--- src/rtl/mem_port_arbiter.sv ---
// mem_port_arbiter
// Shares one single-port instruction/data memory between the fetch and
// load/store requesters. Requests are granted round-robin, reads and full-word
// stores complete in one cycle, and partial-word stores take an extra cycle to
// read-modify-write. Misaligned or out-of-range accesses are answered with an
// error and never write memory. Responses are registered one-cycle pulses.

module mem_port_arbiter #(
    parameter logic [31:0] MEM_BASE  = 32'h0100_0000,
    parameter int unsigned MEM_DEPTH = 4096
) (
    input  logic        clock,
    input  logic        reset,

    input  logic        if_req_valid,
    input  logic [31:0] if_req_addr,
    output logic        if_req_ready,
    output logic        if_resp_valid,
    output logic [31:0] if_resp_data,
    output logic        if_resp_err,

    input  logic        d_req_valid,
    input  logic [31:0] d_req_addr,
    input  logic        d_req_we,
    input  logic [31:0] d_req_wdata,
    input  logic [3:0]  d_req_wmask,
    output logic        d_req_ready,
    output logic        d_resp_valid,
    output logic [31:0] d_resp_data,
    output logic        d_resp_err,

    output logic [31:0] mem_address,
    output logic [31:0] mem_data_in,
    output logic        mem_read_write,
    input  logic [31:0] mem_data_out
);

    // Highest byte address at which a full word still fits in memory.
    localparam logic [31:0] MEM_LAST = MEM_BASE + 32'(MEM_DEPTH) - 32'd4;

    typedef enum logic {
        ST_IDLE,
        ST_MERGE
    } state_t;

    typedef enum logic {
        GRANT_FETCH,
        GRANT_DATA
    } grant_t;

    state_t      state_q;
    grant_t      last_grant_q;
    logic [31:0] mem_addr_q;

    logic        if_resp_valid_q;
    logic [31:0] if_resp_data_q;
    logic        if_resp_err_q;
    logic        d_resp_valid_q;
    logic [31:0] d_resp_data_q;
    logic        d_resp_err_q;

    // Partial-store context held across the MERGE cycle.
    logic [31:0] merge_addr_q;
    logic [31:0] merge_old_q;
    logic [31:0] merge_wdata_q;
    logic [3:0]  merge_mask_q;

    logic        grant_if;
    logic        grant_d;
    logic        if_err;
    logic        d_err;
    logic        d_full_store;
    logic        d_partial_store;
    logic [31:0] merge_word;

    // Misaligned, below the memory window, or with its last byte past the end.
    function automatic logic access_err(input logic [31:0] addr);
        return (addr[1:0] != 2'b00) || (addr < MEM_BASE) || (addr > MEM_LAST);
    endfunction

    assign if_err          = access_err(if_req_addr);
    assign d_err           = access_err(d_req_addr);
    assign d_full_store    = d_req_we && (d_req_wmask == 4'hF);
    assign d_partial_store = d_req_we && (d_req_wmask != 4'h0) && (d_req_wmask != 4'hF);

    // Round-robin arbitration: on a tie the port that did not win last time is granted.
    always_comb begin
        // NOTE: every combinational output gets a default first so no path leaves it unassigned (no latch).
        grant_if = 1'b0;
        grant_d  = 1'b0;
        if (!reset && state_q == ST_IDLE) begin
            if (if_req_valid && d_req_valid) begin
                if (last_grant_q == GRANT_FETCH) begin
                    grant_d = 1'b1;
                end else begin
                    grant_if = 1'b1;
                end
            end else begin
                grant_if = if_req_valid;
                grant_d  = d_req_valid;
            end
        end
    end

    assign if_req_ready = grant_if;
    assign d_req_ready  = grant_d;

    // Byte-lane merge of the store data into the word read at acceptance.
    always_comb begin
        merge_word = merge_old_q;
        for (int i = 0; i < 4; i++) begin
            if (merge_mask_q[i]) begin
                merge_word[8*i +: 8] = merge_wdata_q[8*i +: 8];
            end
        end
    end

    // Memory port drive: MERGE writes the merged word, a grant presents its address.
    always_comb begin
        mem_address    = mem_addr_q;
        mem_data_in    = 32'h0;
        mem_read_write = 1'b0;
        if (state_q == ST_MERGE) begin
            mem_address    = merge_addr_q;
            mem_data_in    = merge_word;
            mem_read_write = 1'b1;
        end else if (grant_if) begin
            mem_address = if_req_addr;
        end else if (grant_d) begin
            mem_address = d_req_addr;
            if (d_full_store && !d_err) begin
                mem_data_in    = d_req_wdata;
                mem_read_write = 1'b1;
            end
        end
    end

    // Control FSM with registered responses and the held memory address.
    always_ff @(posedge clock or posedge reset) begin
        if (reset) begin
            state_q         <= ST_IDLE;
            last_grant_q    <= GRANT_FETCH;
            mem_addr_q      <= MEM_BASE;
            if_resp_valid_q <= 1'b0;
            if_resp_data_q  <= 32'h0;
            if_resp_err_q   <= 1'b0;
            d_resp_valid_q  <= 1'b0;
            d_resp_data_q   <= 32'h0;
            d_resp_err_q    <= 1'b0;
        end else begin
            // NOTE: sequential state uses non-blocking assignments so every register samples pre-edge values.
            mem_addr_q      <= mem_address;
            if_resp_valid_q <= 1'b0;
            if_resp_data_q  <= 32'h0;
            if_resp_err_q   <= 1'b0;
            d_resp_valid_q  <= 1'b0;
            d_resp_data_q   <= 32'h0;
            d_resp_err_q    <= 1'b0;

            case (state_q)
                ST_IDLE: begin
                    if (grant_if) begin
                        last_grant_q    <= GRANT_FETCH;
                        if_resp_valid_q <= 1'b1;
                        if_resp_err_q   <= if_err;
                        if_resp_data_q  <= if_err ? 32'h0 : mem_data_out;
                    end else if (grant_d) begin
                        last_grant_q <= GRANT_DATA;
                        if (d_err) begin
                            d_resp_valid_q <= 1'b1;
                            d_resp_err_q   <= 1'b1;
                        end else if (!d_req_we) begin
                            d_resp_valid_q <= 1'b1;
                            d_resp_data_q  <= mem_data_out;
                        end else if (d_partial_store) begin
                            state_q <= ST_MERGE;
                        end else begin
                            // Full-word and zero-mask stores answer immediately.
                            d_resp_valid_q <= 1'b1;
                        end
                    end
                end

                ST_MERGE: begin
                    state_q        <= ST_IDLE;
                    d_resp_valid_q <= 1'b1;
                end

                default: state_q <= ST_IDLE;
            endcase
        end
    end

    // Capture the partial-store context at acceptance for use in MERGE.
    always_ff @(posedge clock) begin
        // NOTE: no reset here; these registers are only read in MERGE, which is entered only after they are loaded.
        if (grant_d && !d_err && d_partial_store) begin
            merge_addr_q  <= d_req_addr;
            merge_old_q   <= mem_data_out;
            merge_wdata_q <= d_req_wdata;
            merge_mask_q  <= d_req_wmask;
        end
    end

    assign if_resp_valid = if_resp_valid_q;
    assign if_resp_data  = if_resp_data_q;
    assign if_resp_err   = if_resp_err_q;
    assign d_resp_valid  = d_resp_valid_q;
    assign d_resp_data   = d_resp_data_q;
    assign d_resp_err    = d_resp_err_q;

endmodule

--- config.mk ---
export PLATFORM = sky130hd
export DESIGN_NAME = mem_port_arbiter
export DESIGN_NICKNAME = d
export VERILOG_FILES = /design/src/rtl/mem_port_arbiter.sv
export SDC_FILE = /design/constraint.sdc
export NUM_CORES = 1
export LEC_CHECK = 0
export CORE_UTILIZATION = 45
export DETAILED_ROUTE_END_ITERATION = 8
export GPL_TIMING_DRIVEN = 0
export MAX_ROUTING_LAYER = met4
export PLACE_DENSITY = 0.85
export SETUP_SLACK_MARGIN = 0.15
export SLEW_MARGIN = 20
export SYNTH_ARGS = -nofsm -noshare
export SYNTH_HDL_FRONTEND = slang
export SYNTH_SLANG_ARGS = --single-unit
--- constraint.sdc ---
create_clock -name clock -period 7.64 [get_ports clock]
set_input_delay 1.528 -clock clock [delete_from_list [all_inputs] [get_ports clock]]
set_output_delay 1.528 -clock clock [all_outputs]
set_load 0.05 [all_outputs]
==> results.yml <==
status:
  status: "complete, no violations"
critical_path:
  start_kind: "input pin"
  crit_type: "in2out"
  worst_setup_path_end_kind: "output pin"
  arrival_ns: 4.49
  cp.required_ns: 6.11
  path_max_fanout: 10
synth:
  synth-main-ff-cell: "dfrtp_1"
  synth_commonest_cells: "dfrtp_1, edfxtp_1, and2_1, inv_1, nand2_1"
  synth_area_leaders: "edfxtp_1, dfrtp_1, and2_1"
  syn_area_um2: 7860
  yosysWarnings: 0
  syn_avg_cell_area_um2: 13.9
  async_reset_ff_share_pct: 50.5
  ys_types: 33
  ys_seq_area_share_pct: 70.7
  synth_top_area_share_pct: 38.2
  ys_ff_latch: 202
  synth_edf_count: 100
  yosysTopAreaCell: "edfxtp_1"
  yosysMostFrequentCell: "dfrtp_1"
  netlist_instances: 566
  syn_nets: 703
clock_network:
  post_cts_buffers: 0
  path_clk_slew_ns: 0.06
  cts_tree: "built"
  root_buffer: "clkbuf_16"
  cts_max_level: 1
  clock_latency_ns: 0.50
  cts_hold_repair.buffers: 0
  cts.sinks: 202
  cts_buffer_depth: 3
  numCtsBuffers: 22
  cts-resized-gates: 0
cells_and_area:
  syn_to_final_growth_pct: 50.0
  antennaDiodeCount: 0
  drive_above_1_share_pct: 10.6
  final_cell_area_um2: 11800
  nets: 1003
global_routing:
  grt_start_max_net_pins: 57
  grt_pass1_wl_um: 33500
  antenna_found_initial: 0
  track_usage_pct: 25.2
  grt_pass1_vias: 6106
  globalRouteOverflowTotal: 0
power_and_ir_drop:
  pwr-share-clk_pct: 42.4
  switching_power_mw: 0.680
  leakagePower_nw: 4.79
  comb_power_share_pct: 14.4
  p_int_mw: 2.08
  seqPwrFrac_pct: 43.2
  sw_frac_of_total_pct: 24.6
  power.density_nw_per_um2: 234
  ir_drop_v: 0.000175
placement:
  place_congestion: 0.832
  dpl.hpwl_um: 15500
  numPortBuffers: 271
  placed_area_um2: 11000
detailed_routing:
  drt_iter0_drc: 297
  dr.pass1.iters: 4
  routed_wl_um: 22000
  drc_errors: 0
  viasPerCell: 5.22
  ant_nets: 0
  wl_per_cell_um: 20.0
  via_count: 5751
timing:
  relSlewSlack_pct: 54.5
  rsz0062_at_grt: "no"
  setup_viol: 0
  skew_ns: 0.0137
  fin_crit_ns: 6.01
  tns_ns: 0
  tightest_slew_ns: 0.682
  maxSlewViolCount: 0
  finalCritPeriodShare_pct: 78.7
  fmax_mhz: 166
  hold_viol_final: 0
  whs_ns: 0.521
die:
  die_area_um2: 18000
  fp.dieW_um: 134
  start_util_pct: 46.8
  fp.coreArea_um2: 16800
  num_io_pins: 272
  rows: 47
  die_h_um: 134
min_path:
  hold_path_class: "reg2reg"
flow_run:
  maxCapViolations: 0
[critical path, stage by stage]
cell             delay, ns
clkdlybuf4s50_1       0.46
nor4b_1               0.56
and2_1                0.27
nand4_2               0.25
buf_2                 0.29
o21ai_1               0.25
clkdlybuf4s50_1       0.87
[kinds of logic after synthesis]
logic type | after synthesis | share of synthesized area, %
flops | 202 | 70.7
compound gates | 102 | 7.75
simple gates | 131 | 9.47
mux | 64 | 8.66
buf+inv | 67 | 3.47
[power by group through the flow]
| stage | combinational, mW | sequential (mW) | clock, mW |
|---|---|---|---|
| finish | 0.399 | 1.19 | 1.17 |
| detailed placement | 0.397 | 1.21 | 0 |
| global placement | 0.389 | 1.21 | 0 |
| floorplan | 0.208 | 1.22 | 0 |
| CTS | 0.400 | 1.19 | 1.18 |
| global route | 0.417 | 1.20 | 1.23 |
[placed cells by master, fill, tap and decap left out, drive strengths merged, types with 2 or more instances in the layout]
cell type / netlist / final
a22oi: 32 / 32
a311oi: 2 / 2
and2: 65 / 65
and4: 2 / 2
buf: 16 / 21
bufinv: 0 / 5
clkbuf: 14 / 44
clkdlybuf4s50: 0 / 271
clkinv: 0 / 4
dfrtp: 101 / 101
edfxtp: 100 / 100
inv: 37 / 37
mux2: 32 / 32
mux2i: 32 / 32
nand2: 37 / 37
nand2b: 2 / 2
nand4: 3 / 3
nor2: 7 / 7
nor4: 9 / 9
nor4b: 2 / 2
o21ai: 64 / 64
[path summary, 6_finish.rpt]
path                           startpoint           endpoint  slack [ns]  cells past startpoint
max                        d_req_addr[27]     mem_data_in[9]        1.63                      7
min                          last_grant_q       last_grant_q        0.52                      1
max reg2reg                       state_q  merge_wdata_q[29]        5.05                      8
min reg2reg                  last_grant_q       last_grant_q        0.52                      1
max in group asynchronous           reset    d_resp_data[26]        5.41                      3
min in group asynchronous           reset     mem_addr_q[22]        1.56                      2
[metal layers]
| layer | part of all wire, % | wire length (um) | global-route usage, % | up-vias |
|---|---|---|---|---|
| met5 | 0 | 0 | - | - |
| met4 | 2.8 | 613 | 7.37 | 0 |
| met3 | 7.4 | 1630 | 5.25 | 46 |
| met2 | 50 | 11100 | 43.6 | 255 |
| met1 | 40 | 8720 | 29.8 | 2833 |
| li1 | - | - | - | 2617 |
[metrics by stage]
step	utilization, %	setup slack [ns]	std cells	power, mW
after floorplan	-	0.399	566	1.42
after global placement	64.5	-2.53	1057	1.60
after detailed placement	65.3	1.63	1062	1.61
after CTS	70.1	1.63	1101	2.78
after global routing	70.1	1.55	1101	2.85
final	70.1	1.63	1101	2.76
[state kept, by name, summed over array words and instances, names as in the netlist]
signal	flops
if_resp_valid	1
if_resp_err	1
if_resp_data	32
d_resp_data	32
d_resp_err	1
last_grant_q	1
merge_wdata_q	32
mem_addr_q	32
merge_addr_q	32
d_resp_valid	1
merge_mask_q	4
merge_old_q	32
state_q	1
[layout make-up]
type	count	area [um^2]
sequential	202	5560
clock inverter	9	174
tap	220	275
timing repair buffer	276	2840
inverter	37	144
fill	1152	5030
multi-input combinational	297	2040
clock buffer	30	632
buffer	30	134
No activity file was read; power rests on OpenSTA's default activity.
